[config.mk]
export PLATFORM = sky130hd
export DESIGN_NAME = muldiv_unit_flat
export DESIGN_NICKNAME = d
export VERILOG_FILES = /design/src/rtl/muldiv_unit_pkg.sv /design/src/rtl/muldiv_unit_if.sv /design/src/rtl/muldiv_iter_datapath.sv /design/src/rtl/muldiv_unit.sv /design/src/flat_wrapper.sv
export SDC_FILE = /design/constraint.sdc
export NUM_CORES = 1
export LEC_CHECK = 0
export BUFFER_PORTS_ARGS = -buffer_cell sky130_fd_sc_hd__buf_2
export CAP_MARGIN = 30
export CORE_MARGIN = 5
export CORE_UTILIZATION = 60
export CTS_CLUSTER_SIZE = 12
export DETAILED_ROUTE_END_ITERATION = 7
export PLACE_DENSITY = 0.83
export SLEW_MARGIN = 20
export SYNTH_ARGS = -nofsm -noshare
export SYNTH_HDL_FRONTEND = slang
export SYNTH_SLANG_ARGS = --single-unit
[constraint.sdc]
create_clock -name clk -period 9.22 [get_ports clk]
set_input_delay 1.844 -clock clk [delete_from_list [all_inputs] [get_ports clk]]
set_output_delay 1.844 -clock clk [all_outputs]
set_load 0.1 [all_outputs]
[src/rtl/muldiv_unit_pkg.sv]
// rtl/muldiv_unit_pkg.sv - ALUCTRL codes, FSM encoding and helpers for muldiv_unit
package muldiv_unit_pkg;

    localparam logic [4:0] ALUCTRL_NOP    = 5'd0;
    localparam logic [4:0] ALUCTRL_ADD    = 5'd1;
    localparam logic [4:0] ALUCTRL_SUB    = 5'd2;
    localparam logic [4:0] ALUCTRL_AND    = 5'd3;
    localparam logic [4:0] ALUCTRL_OR     = 5'd4;
    localparam logic [4:0] ALUCTRL_XOR    = 5'd5;
    localparam logic [4:0] ALUCTRL_SLL    = 5'd6;
    localparam logic [4:0] ALUCTRL_SRL    = 5'd7;
    localparam logic [4:0] ALUCTRL_SRA    = 5'd8;
    localparam logic [4:0] ALUCTRL_SLT    = 5'd9;
    localparam logic [4:0] ALUCTRL_SLTU   = 5'd10;
    localparam logic [4:0] ALUCTRL_MUL    = 5'd16;
    localparam logic [4:0] ALUCTRL_MULH   = 5'd17;
    localparam logic [4:0] ALUCTRL_MULHSU = 5'd18;
    localparam logic [4:0] ALUCTRL_MULHU  = 5'd19;
    localparam logic [4:0] ALUCTRL_DIV    = 5'd20;
    localparam logic [4:0] ALUCTRL_DIVU   = 5'd21;
    localparam logic [4:0] ALUCTRL_REM    = 5'd22;
    localparam logic [4:0] ALUCTRL_REMU   = 5'd23;

    typedef enum logic [1:0] {
        ST_IDLE = 2'd0,
        ST_CALC = 2'd1,
        ST_FIX  = 2'd2,
        ST_DONE = 2'd3
    } muldiv_state_e;

    function automatic int iter_cnt_w(input int bits);
        return $clog2(bits) + 1;
    endfunction

    function automatic logic is_mul_code(input logic [4:0] code);
        return (code == ALUCTRL_MUL) || (code == ALUCTRL_MULH) ||
               (code == ALUCTRL_MULHSU) || (code == ALUCTRL_MULHU);
    endfunction

    function automatic logic is_div_code(input logic [4:0] code);
        return (code == ALUCTRL_DIV) || (code == ALUCTRL_DIVU) ||
               (code == ALUCTRL_REM) || (code == ALUCTRL_REMU);
    endfunction

    function automatic logic op_a_signed(input logic [4:0] code);
        return (code == ALUCTRL_MUL) || (code == ALUCTRL_MULH) ||
               (code == ALUCTRL_MULHSU) || (code == ALUCTRL_DIV) ||
               (code == ALUCTRL_REM);
    endfunction

    function automatic logic op_b_signed(input logic [4:0] code);
        return (code == ALUCTRL_MUL) || (code == ALUCTRL_MULH) ||
               (code == ALUCTRL_DIV) || (code == ALUCTRL_REM);
    endfunction

endpackage

[src/rtl/muldiv_unit_if.sv]
// rtl/muldiv_unit_if.sv - operation/result handshake bundle between execute stage and muldiv_unit
interface muldiv_unit_if #(
    parameter int BITS = 32
);
    logic            flush;
    logic            in_valid;
    logic            in_ready;
    logic [4:0]      alu_ctrl;
    logic [BITS-1:0] op_a;
    logic [BITS-1:0] op_b;
    logic            out_valid;
    logic            out_ready;
    logic [BITS-1:0] result;

    modport master (
        output flush, in_valid, alu_ctrl, op_a, op_b, out_ready,
        input  in_ready, out_valid, result
    );

    modport slave (
        input  flush, in_valid, alu_ctrl, op_a, op_b, out_ready,
        output in_ready, out_valid, result
    );
endinterface

[src/rtl/muldiv_iter_datapath.sv]
// rtl/muldiv_iter_datapath.sv - shift-add multiply / restoring divide iteration registers
module muldiv_iter_datapath #(
    parameter int BITS = 32
) (
    input  logic              clk,
    input  logic              rst,
    input  logic              i_load,
    input  logic              i_step,
    input  logic              i_div,
    input  logic [BITS-1:0]   i_a_mag,
    input  logic [BITS-1:0]   i_b_mag,
    output logic [2*BITS-1:0] o_acc,
    output logic              o_mul_last
);
    logic [2*BITS-1:0] r_acc;
    logic [2*BITS-1:0] r_mcand;
    logic [BITS-1:0]   r_mplier;

    logic [BITS:0]     w_rem_sh;
    logic [BITS:0]     w_diff;
    logic [2*BITS-1:0] w_mul_sum;

    // Divide: r_acc = {remainder, dividend/quotient}; divisor sits in r_mcand low word.
    assign w_rem_sh  = {r_acc[2*BITS-1:BITS], r_acc[BITS-1]};
    assign w_diff    = w_rem_sh - {1'b0, r_mcand[BITS-1:0]};
    assign w_mul_sum = r_acc + (r_mplier[0] ? r_mcand : {(2*BITS){1'b0}});

    assign o_acc      = r_acc;
    assign o_mul_last = ~|r_mplier[BITS-1:1];

    always_ff @(posedge clk or posedge rst) begin
        if (rst) begin
            r_acc    <= '0;
            r_mcand  <= '0;
            r_mplier <= '0;
        end else if (i_load) begin
            if (i_div) begin
                r_acc    <= {{BITS{1'b0}}, i_a_mag};
                r_mcand  <= {{BITS{1'b0}}, i_b_mag};
                r_mplier <= '0;
            end else begin
                r_acc    <= '0;
                r_mcand  <= {{BITS{1'b0}}, i_a_mag};
                r_mplier <= i_b_mag;
            end
        end else if (i_step) begin
            if (i_div) begin
                if (!w_diff[BITS]) begin
                    r_acc <= {w_diff[BITS-1:0], r_acc[BITS-2:0], 1'b1};
                end else begin
                    r_acc <= {w_rem_sh[BITS-1:0], r_acc[BITS-2:0], 1'b0};
                end
            end else begin
                r_acc    <= w_mul_sum;
                r_mcand  <= {r_mcand[2*BITS-2:0], 1'b0};
                r_mplier <= {1'b0, r_mplier[BITS-1:1]};
            end
        end
    end
endmodule

[src/rtl/muldiv_unit.sv]
// rtl/muldiv_unit.sv - iterative RV32M multiply/divide unit with valid/ready handshake
// Optional build macro: MULDIV_EARLY_OUT_EN (multiply CALC stops when remaining multiplier bits are zero)
module muldiv_unit
    import muldiv_unit_pkg::*;
#(
    parameter int BITS = 32
) (
    input  logic         clk,
    input  logic         rst,
    muldiv_unit_if.slave bus
);
    localparam int CNT_W = iter_cnt_w(BITS);

    muldiv_state_e     r_state;
    muldiv_state_e     w_next;
    logic [4:0]        r_code;
    logic              r_sign_a;
    logic              r_sign_b;
    logic [CNT_W-1:0]  r_cnt;
    logic [BITS-1:0]   r_result;
    logic              r_out_valid;

    logic              w_accept;
    logic              w_is_mul_in;
    logic              w_is_div_in;
    logic              w_sa_in;
    logic              w_sb_in;
    logic [BITS-1:0]   w_a_mag;
    logic [BITS-1:0]   w_b_mag;
    logic              w_div_zero;
    logic              w_ovf;
    logic              w_special;
    logic [BITS-1:0]   w_special_res;
    logic              w_dp_div;
    logic              w_dp_load;
    logic              w_dp_step;
    logic [2*BITS-1:0] w_dp_acc;
    logic              w_dp_mul_last;
    logic              w_calc_last;
    logic [2*BITS-1:0] w_prod;
    logic [BITS-1:0]   w_quot;
    logic [BITS-1:0]   w_rem;
    logic [BITS-1:0]   w_fix_res;
    logic              w_out_hs;

    assign w_accept    = (r_state == ST_IDLE) && bus.in_valid && !bus.flush;
    assign w_is_mul_in = is_mul_code(bus.alu_ctrl);
    assign w_is_div_in = is_div_code(bus.alu_ctrl);
    assign w_sa_in     = bus.op_a[BITS-1] && op_a_signed(bus.alu_ctrl);
    assign w_sb_in     = bus.op_b[BITS-1] && op_b_signed(bus.alu_ctrl);
    assign w_a_mag     = w_sa_in ? -bus.op_a : bus.op_a;
    assign w_b_mag     = w_sb_in ? -bus.op_b : bus.op_b;

    assign w_div_zero  = w_is_div_in && (bus.op_b == '0);
    assign w_ovf       = ((bus.alu_ctrl == ALUCTRL_DIV) || (bus.alu_ctrl == ALUCTRL_REM)) &&
                         (bus.op_a == {1'b1, {(BITS-1){1'b0}}}) && (bus.op_b == {BITS{1'b1}});
    assign w_special   = w_div_zero || w_ovf || !(w_is_mul_in || w_is_div_in);

    always_comb begin
        w_special_res = '0;
        if (w_div_zero) begin
            if ((bus.alu_ctrl == ALUCTRL_DIV) || (bus.alu_ctrl == ALUCTRL_DIVU)) begin
                w_special_res = {BITS{1'b1}};
            end else begin
                w_special_res = bus.op_a;
            end
        end else if (w_ovf && (bus.alu_ctrl == ALUCTRL_DIV)) begin
            w_special_res = {1'b1, {(BITS-1){1'b0}}};
        end
    end

    assign w_dp_load = w_accept && !w_special;
    assign w_dp_step = (r_state == ST_CALC);
    assign w_dp_div  = w_accept ? w_is_div_in : is_div_code(r_code);

    muldiv_iter_datapath #(
        .BITS(BITS)
    ) u_dp (
        .clk       (clk),
        .rst       (rst),
        .i_load    (w_dp_load),
        .i_step    (w_dp_step),
        .i_div     (w_dp_div),
        .i_a_mag   (w_a_mag),
        .i_b_mag   (w_b_mag),
        .o_acc     (w_dp_acc),
        .o_mul_last(w_dp_mul_last)
    );

`ifdef MULDIV_EARLY_OUT_EN
    assign w_calc_last = (r_cnt == CNT_W'(BITS-1)) || (is_mul_code(r_code) && w_dp_mul_last);
`else
    assign w_calc_last = (r_cnt == CNT_W'(BITS-1));
    logic w_unused_mul_last;
    assign w_unused_mul_last = w_dp_mul_last;
`endif

    assign w_prod = (r_sign_a ^ r_sign_b) ? -w_dp_acc : w_dp_acc;
    assign w_quot = (r_sign_a ^ r_sign_b) ? -w_dp_acc[BITS-1:0] : w_dp_acc[BITS-1:0];
    assign w_rem  = r_sign_a ? -w_dp_acc[2*BITS-1:BITS] : w_dp_acc[2*BITS-1:BITS];

    always_comb begin
        w_fix_res = '0;
        case (r_code)
            ALUCTRL_MUL:                                     w_fix_res = w_prod[BITS-1:0];
            ALUCTRL_MULH, ALUCTRL_MULHSU, ALUCTRL_MULHU:     w_fix_res = w_prod[2*BITS-1:BITS];
            ALUCTRL_DIV, ALUCTRL_DIVU:                       w_fix_res = w_quot;
            ALUCTRL_REM, ALUCTRL_REMU:                       w_fix_res = w_rem;
            default:                                         w_fix_res = '0;
        endcase
    end

    // No accept in the handshake cycle: DONE returns to IDLE first.
    assign w_out_hs = r_out_valid && bus.out_ready;

    always_comb begin
        w_next = r_state;
        case (r_state)
            ST_IDLE: if (w_accept) w_next = w_special ? ST_DONE : ST_CALC;
            ST_CALC: begin
                if (bus.flush)        w_next = ST_IDLE;
                else if (w_calc_last) w_next = ST_FIX;
            end
            ST_FIX:  w_next = bus.flush ? ST_IDLE : ST_DONE;
            ST_DONE: if (bus.flush || w_out_hs) w_next = ST_IDLE;
            default: w_next = ST_IDLE;
        endcase
    end

    always_ff @(posedge clk or posedge rst) begin
        if (rst) begin
            r_state     <= ST_IDLE;
            r_code      <= '0;
            r_sign_a    <= 1'b0;
            r_sign_b    <= 1'b0;
            r_cnt       <= '0;
            r_result    <= '0;
            r_out_valid <= 1'b0;
        end else begin
            r_state     <= w_next;
            r_out_valid <= (r_state == ST_DONE) && !bus.flush && !w_out_hs;
            if (w_accept) begin
                r_code   <= bus.alu_ctrl;
                r_sign_a <= w_sa_in;
                r_sign_b <= w_sb_in;
                r_cnt    <= '0;
                if (w_special) r_result <= w_special_res;
            end else if (r_state == ST_CALC) begin
                r_cnt <= r_cnt + 1'b1;
            end else if ((r_state == ST_FIX) && !bus.flush) begin
                r_result <= w_fix_res;
            end
        end
    end

    assign bus.in_ready  = (r_state == ST_IDLE);
    assign bus.out_valid = r_out_valid;
    assign bus.result    = r_result;
endmodule

[src/flat_wrapper.sv]
// flat-port wrapper written by rule: the top's interface ports become plain ports
module muldiv_unit_flat import muldiv_unit_pkg::*;
#(
    parameter int BITS = 32
)
  (clk, rst, bus_flush, bus_in_valid, bus_alu_ctrl, bus_op_a, bus_op_b, bus_out_ready, bus_in_ready, bus_out_valid, bus_result);
  muldiv_unit_if #(.BITS(BITS)) bus_i ();
  input  logic clk;
  input  logic rst;
  input wire logic [$bits(bus_i.flush)-1:0] bus_flush;
  input wire logic [$bits(bus_i.in_valid)-1:0] bus_in_valid;
  input wire logic [$bits(bus_i.alu_ctrl)-1:0] bus_alu_ctrl;
  input wire logic [$bits(bus_i.op_a)-1:0] bus_op_a;
  input wire logic [$bits(bus_i.op_b)-1:0] bus_op_b;
  input wire logic [$bits(bus_i.out_ready)-1:0] bus_out_ready;
  output wire logic [$bits(bus_i.in_ready)-1:0] bus_in_ready;
  output wire logic [$bits(bus_i.out_valid)-1:0] bus_out_valid;
  output wire logic [$bits(bus_i.result)-1:0] bus_result;
  assign bus_i.flush = bus_flush;
  assign bus_i.in_valid = bus_in_valid;
  assign bus_i.alu_ctrl = bus_alu_ctrl;
  assign bus_i.op_a = bus_op_a;
  assign bus_i.op_b = bus_op_b;
  assign bus_i.out_ready = bus_out_ready;
  assign bus_in_ready = bus_i.in_ready;
  assign bus_out_valid = bus_i.out_valid;
  assign bus_result = bus_i.result;
  muldiv_unit #(.BITS(BITS)) u_core (.clk(clk), .rst(rst), .bus(bus_i));
endmodule
==> impl_metrics.env <==
export IMPL_run_status="finished clean"
export IMPL_grt_max_degree=114
export IMPL_tns_ns=0
export IMPL_avgRoutedWirePerCell_um=23.5
export IMPL_h_tree_depth=1
export IMPL_clk_insertion_delay_late_ns=0.56
export IMPL_final_util=0.657
export IMPL_layout_area_overhead_vs_synth_pct=8.12
export IMPL_fmaxAchievable_ghz=0.187
export IMPL_fp_dieArea_um2=36800
export IMPL_setup_worst_path_start="bus_op_a[2]"
export IMPL_synth_edff_count=0
export IMPL_dp_final_hpwl_um=54700
export IMPL_max_vdd_ir_drop_v=0.000292
export IMPL_cts_setup_buffers=0
export IMPL_groute_usage_overall=0.390
export IMPL_antenna_cells_inserted=0
export IMPL_cts_tree="yes"
export IMPL_worst_path_max_fanout=56
export IMPL_routed_via_density=6.74
export IMPL_cts_buffer_depth=3
export IMPL_path_class="in2reg"
export IMPL_grt_overflow_total=0
export IMPL_worst_r2r_startpoint="u_core.u_dp.r_mplier[0]"
export IMPL_final_cell_count_no_fill=3112
export IMPL_total_power_w=0.00738
export IMPL_boundaryPins=108
export IMPL_min_delay_start="u_core.bus.result[18]"
export IMPL_cts_buffers=25
export IMPL_synth_cells=2671
export IMPL_ys_async_sr_fraction=1.00
export IMPL_synth_flop_cell="dfrtp_1"
export IMPL_crit_arrival_ns=5.83
export IMPL_clock_tree_root_cell="clkbuf_16"
export IMPL_core_area_um2=32600
export IMPL_synth_warning_count=0
export IMPL_crit_path_end_kind="register"
export IMPL_placement_io_buffers=107
export IMPL_dr_first_iter_drc_count=2805
export IMPL_path_delay_family="simple AND/OR/NAND/NOR gates"
export IMPL_chipWidth_um=192
export IMPL_clock_sinks=208
export IMPL_critPathSlowestCell="or4_1"
export IMPL_global_route_wire_length_before_repair_um=114000
export IMPL_max_slew_margin_rel=0.288
export IMPL_numPlacedInstances=3069
export IMPL_hold_path_class="reg2reg"
export IMPL_clkSlewWorstSetupHoldPaths_ns=0.06
export IMPL_worst_path_buf_inv=3
export IMPL_synth_nets=2848
export IMPL_post_route_drc_count=0
export IMPL_detail_route_first_pass_iterations=8
export IMPL_hold_viol_final=0
export IMPL_layout_setup_ws_ns=3.88
export IMPL_drt_total_wl_um=73300
export IMPL_fin_crit_period_ns=5.34
export IMPL_cts_repair_resize_count=0
export IMPL_drive_gt1_frac=0.0858
export IMPL_worst_r2r_setup_slack_ns=3.89
export IMPL_place_gp_congestion=1.01
export IMPL_fp_row_count=66
export IMPL_dp_worst_setup_slack_ns=3.42
export IMPL_worstPathRequired_ns=9.71
export IMPL_synth_seq_cells=208
export IMPL_nNetsFinal=2832
export IMPL_setup_violations_final=0
export IMPL_seq_area_frac_synth=0.262
export IMPL_avgSynthCellArea_um2=7.43
export IMPL_die_h_um=192
export IMPL_final_period_utilization=0.579
export IMPL_grt_pass1_vias=20000
export IMPL_final_fill_count=2878
export IMPL_critical_path_cell_chain="buf_2 > nor4_1 > nand3b_1 > or4_1 > or2_2 > nor4_2 > nor4_2 > buf_4 > nor2_2 > buf_4 > a2111oi_0 > nand2b_1 > and3_1"
export IMPL_clock_skews_ns=0.0158
export IMPL_netlist_area_um2=19800
export IMPL_count_of_vias_placed_by_the_detailed_router=21000
export IMPL_cap_violations=0
export IMPL_worstMarginPinSlew_ns=1.06
export IMPL_power_density_cell_area_nw_per_um2=344
export IMPL_floorplan_initialDensity=0.608
export IMPL_holdBufCountCts=0
export IMPL_final_antenna_net_count=0
export IMPL_rsz_0062_raised_after_global_routing="false"
export IMPL_netlist_cell_type_count=85
export IMPL_antenna_found_initial=2
export IMPL_p_leak_nw=9.15
export IMPL_start_kind="input pin"
export IMPL_maximum_single_stage_delay_on_the_critical_path_ns=0.63
export IMPL_final_max_slew_violation_count=0
## power breakdown
group	leakage (nW)	switching [W]	internal, W
combinational	6.05	0.00288	0.00155
sequential	2.67	0.000619	0.00125
clock	0.438	0.000437	0.000655
total	9.15	0.00393	0.00345
## stage by stage
| stage | hold WS [ns] | area [um^2] |
|---|---|---|
| 6_report | 0.509 | 21400 |
| 5_1_grt | 0.532 | 21400 |
| 4_1_cts | 0.511 | 21400 |
| 3_5_place_dp | 0.493 | 20600 |
| 3_3_place_gp | 0.488 | 20500 |
| 2_1_floorplan | 0.460 | 19800 |
## synth_stat cells, types with 34 or more instances
master / number / area [um^2]
nor2_1: 246 / 923
nand3_1: 35 / 175
o21ai_0: 179 / 896
a21oi_1: 262 / 1310
clkbuf_1: 147 / 552
ha_1: 101 / 1260
inv_1: 64 / 240
a31oi_1: 89 / 557
a21o_1: 58 / 435
o211ai_1: 34 / 255
o31ai_1: 49 / 368
xor2_1: 114 / 998
and2_1: 72 / 450
xnor2_1: 120 / 1050
nand2_1: 411 / 1540
dfrtp_1: 208 / 5200
nor3_1: 39 / 195
## final timing paths
kind                                      endpoint  depth (start not counted)
min                          u_core.bus.result[18]                          1
max reg2reg                  u_core.u_dp.o_acc[49]                         14
max                          u_core.u_dp.o_acc[57]                         13
min reg2reg                  u_core.bus.result[18]                          1
max in group asynchronous  u_core.u_dp.r_mcand[15]                          3
min in group asynchronous     u_core.u_dp.o_acc[5]                          2
## kinds of logic (layout without fill, tap and decap cells)
kind of cell    after synthesis  in the layout  share of synthesized area
buf+inv                     245            244                     0.0485
xor+xnor                    234            234                      0.103
flops                       208            208                      0.262
compound gates              866            866                      0.273
mux                          29             29                     0.0150
simple gates                986            986                      0.232
fa+ha+maj                   103            103                     0.0657
## worst reg2reg max path: stages (launching register included)
cell	delay, ns
dfrtp_1	0.33
buf_4	0.51
and2_1	0.35
ha_1	0.27
a211oi_1	0.23
nor2_1	0.15
o41ai_1	0.74
o22ai_1	0.33
a211oi_1	0.88
nor2_1	0.25
a31oi_1	0.42
o31ai_1	0.17
xor2_1	0.16
a21oi_1	0.34
nor2_1	0.08
## registers in the layout, summed over array words and instances (netlist names)
| signal | count |
|---|---|
| u_core.bus.out_valid | 1 |
| u_core.bus.result | 32 |
| u_core.r_cnt | 6 |
| u_core.r_code | 5 |
| u_core.r_sign_a | 1 |
| u_core.r_sign_b | 1 |
| u_core.r_state | 2 |
| u_core.u_dp.o_acc | 64 |
| u_core.u_dp.r_mcand | 64 |
| u_core.u_dp.r_mplier | 32 |
## cell usage in the layout (no fill, tap or decap), drive strengths merged, types with 7 or more instances in the layout
cell	netlist	final
inv	64	65
nor2	247	247
o31ai	52	52
a21oi	262	262
or4	17	17
nand3b	8	8
and3	20	20
and2	72	72
nand4	30	30
mux2i	23	23
o21ai	186	186
xor2	114	114
a21o	58	58
o21a	14	14
nor4	26	26
or3	17	17
clkbuf	147	33
o211ai	34	34
a22oi	7	7
nor2b	16	16
o22ai	30	30
o221ai	10	10
o21bai	21	21
nand2	411	411
nand2b	22	22
dfrtp	208	208
ha	101	101
buf	34	137
nor3	39	39
o41ai	9	9
a211oi	26	26
xnor2	120	120
nand3	35	35
a31oi	90	90
## metal layers
layer | GRT usage | vias to the layer above | wire [um]
met2 | 0.607 | 1177 | 32300
met4 | 0.186 | 4 | 4070
li1 | - | 9533 | -
met3 | 0.0843 | 238 | 8240
met5 | 0 | - | 22
met1 | 0.518 | 10000 | 28700
## cell type report
cell class | instances | area (um^2) | share of cell area
Clock inverter | 10 | 169 | 0.00788
Inverter | 64 | 248 | 0.0116
Sequential cell | 208 | 5200 | 0.243
Tap cell | 442 | 553 | 0.0258
Clock buffer | 32 | 712 | 0.0332
Multi-Input combinational cell | 2218 | 13800 | 0.643
Timing Repair Buffer | 138 | 778 | 0.0363
Power figures use the tool's default switching activity.
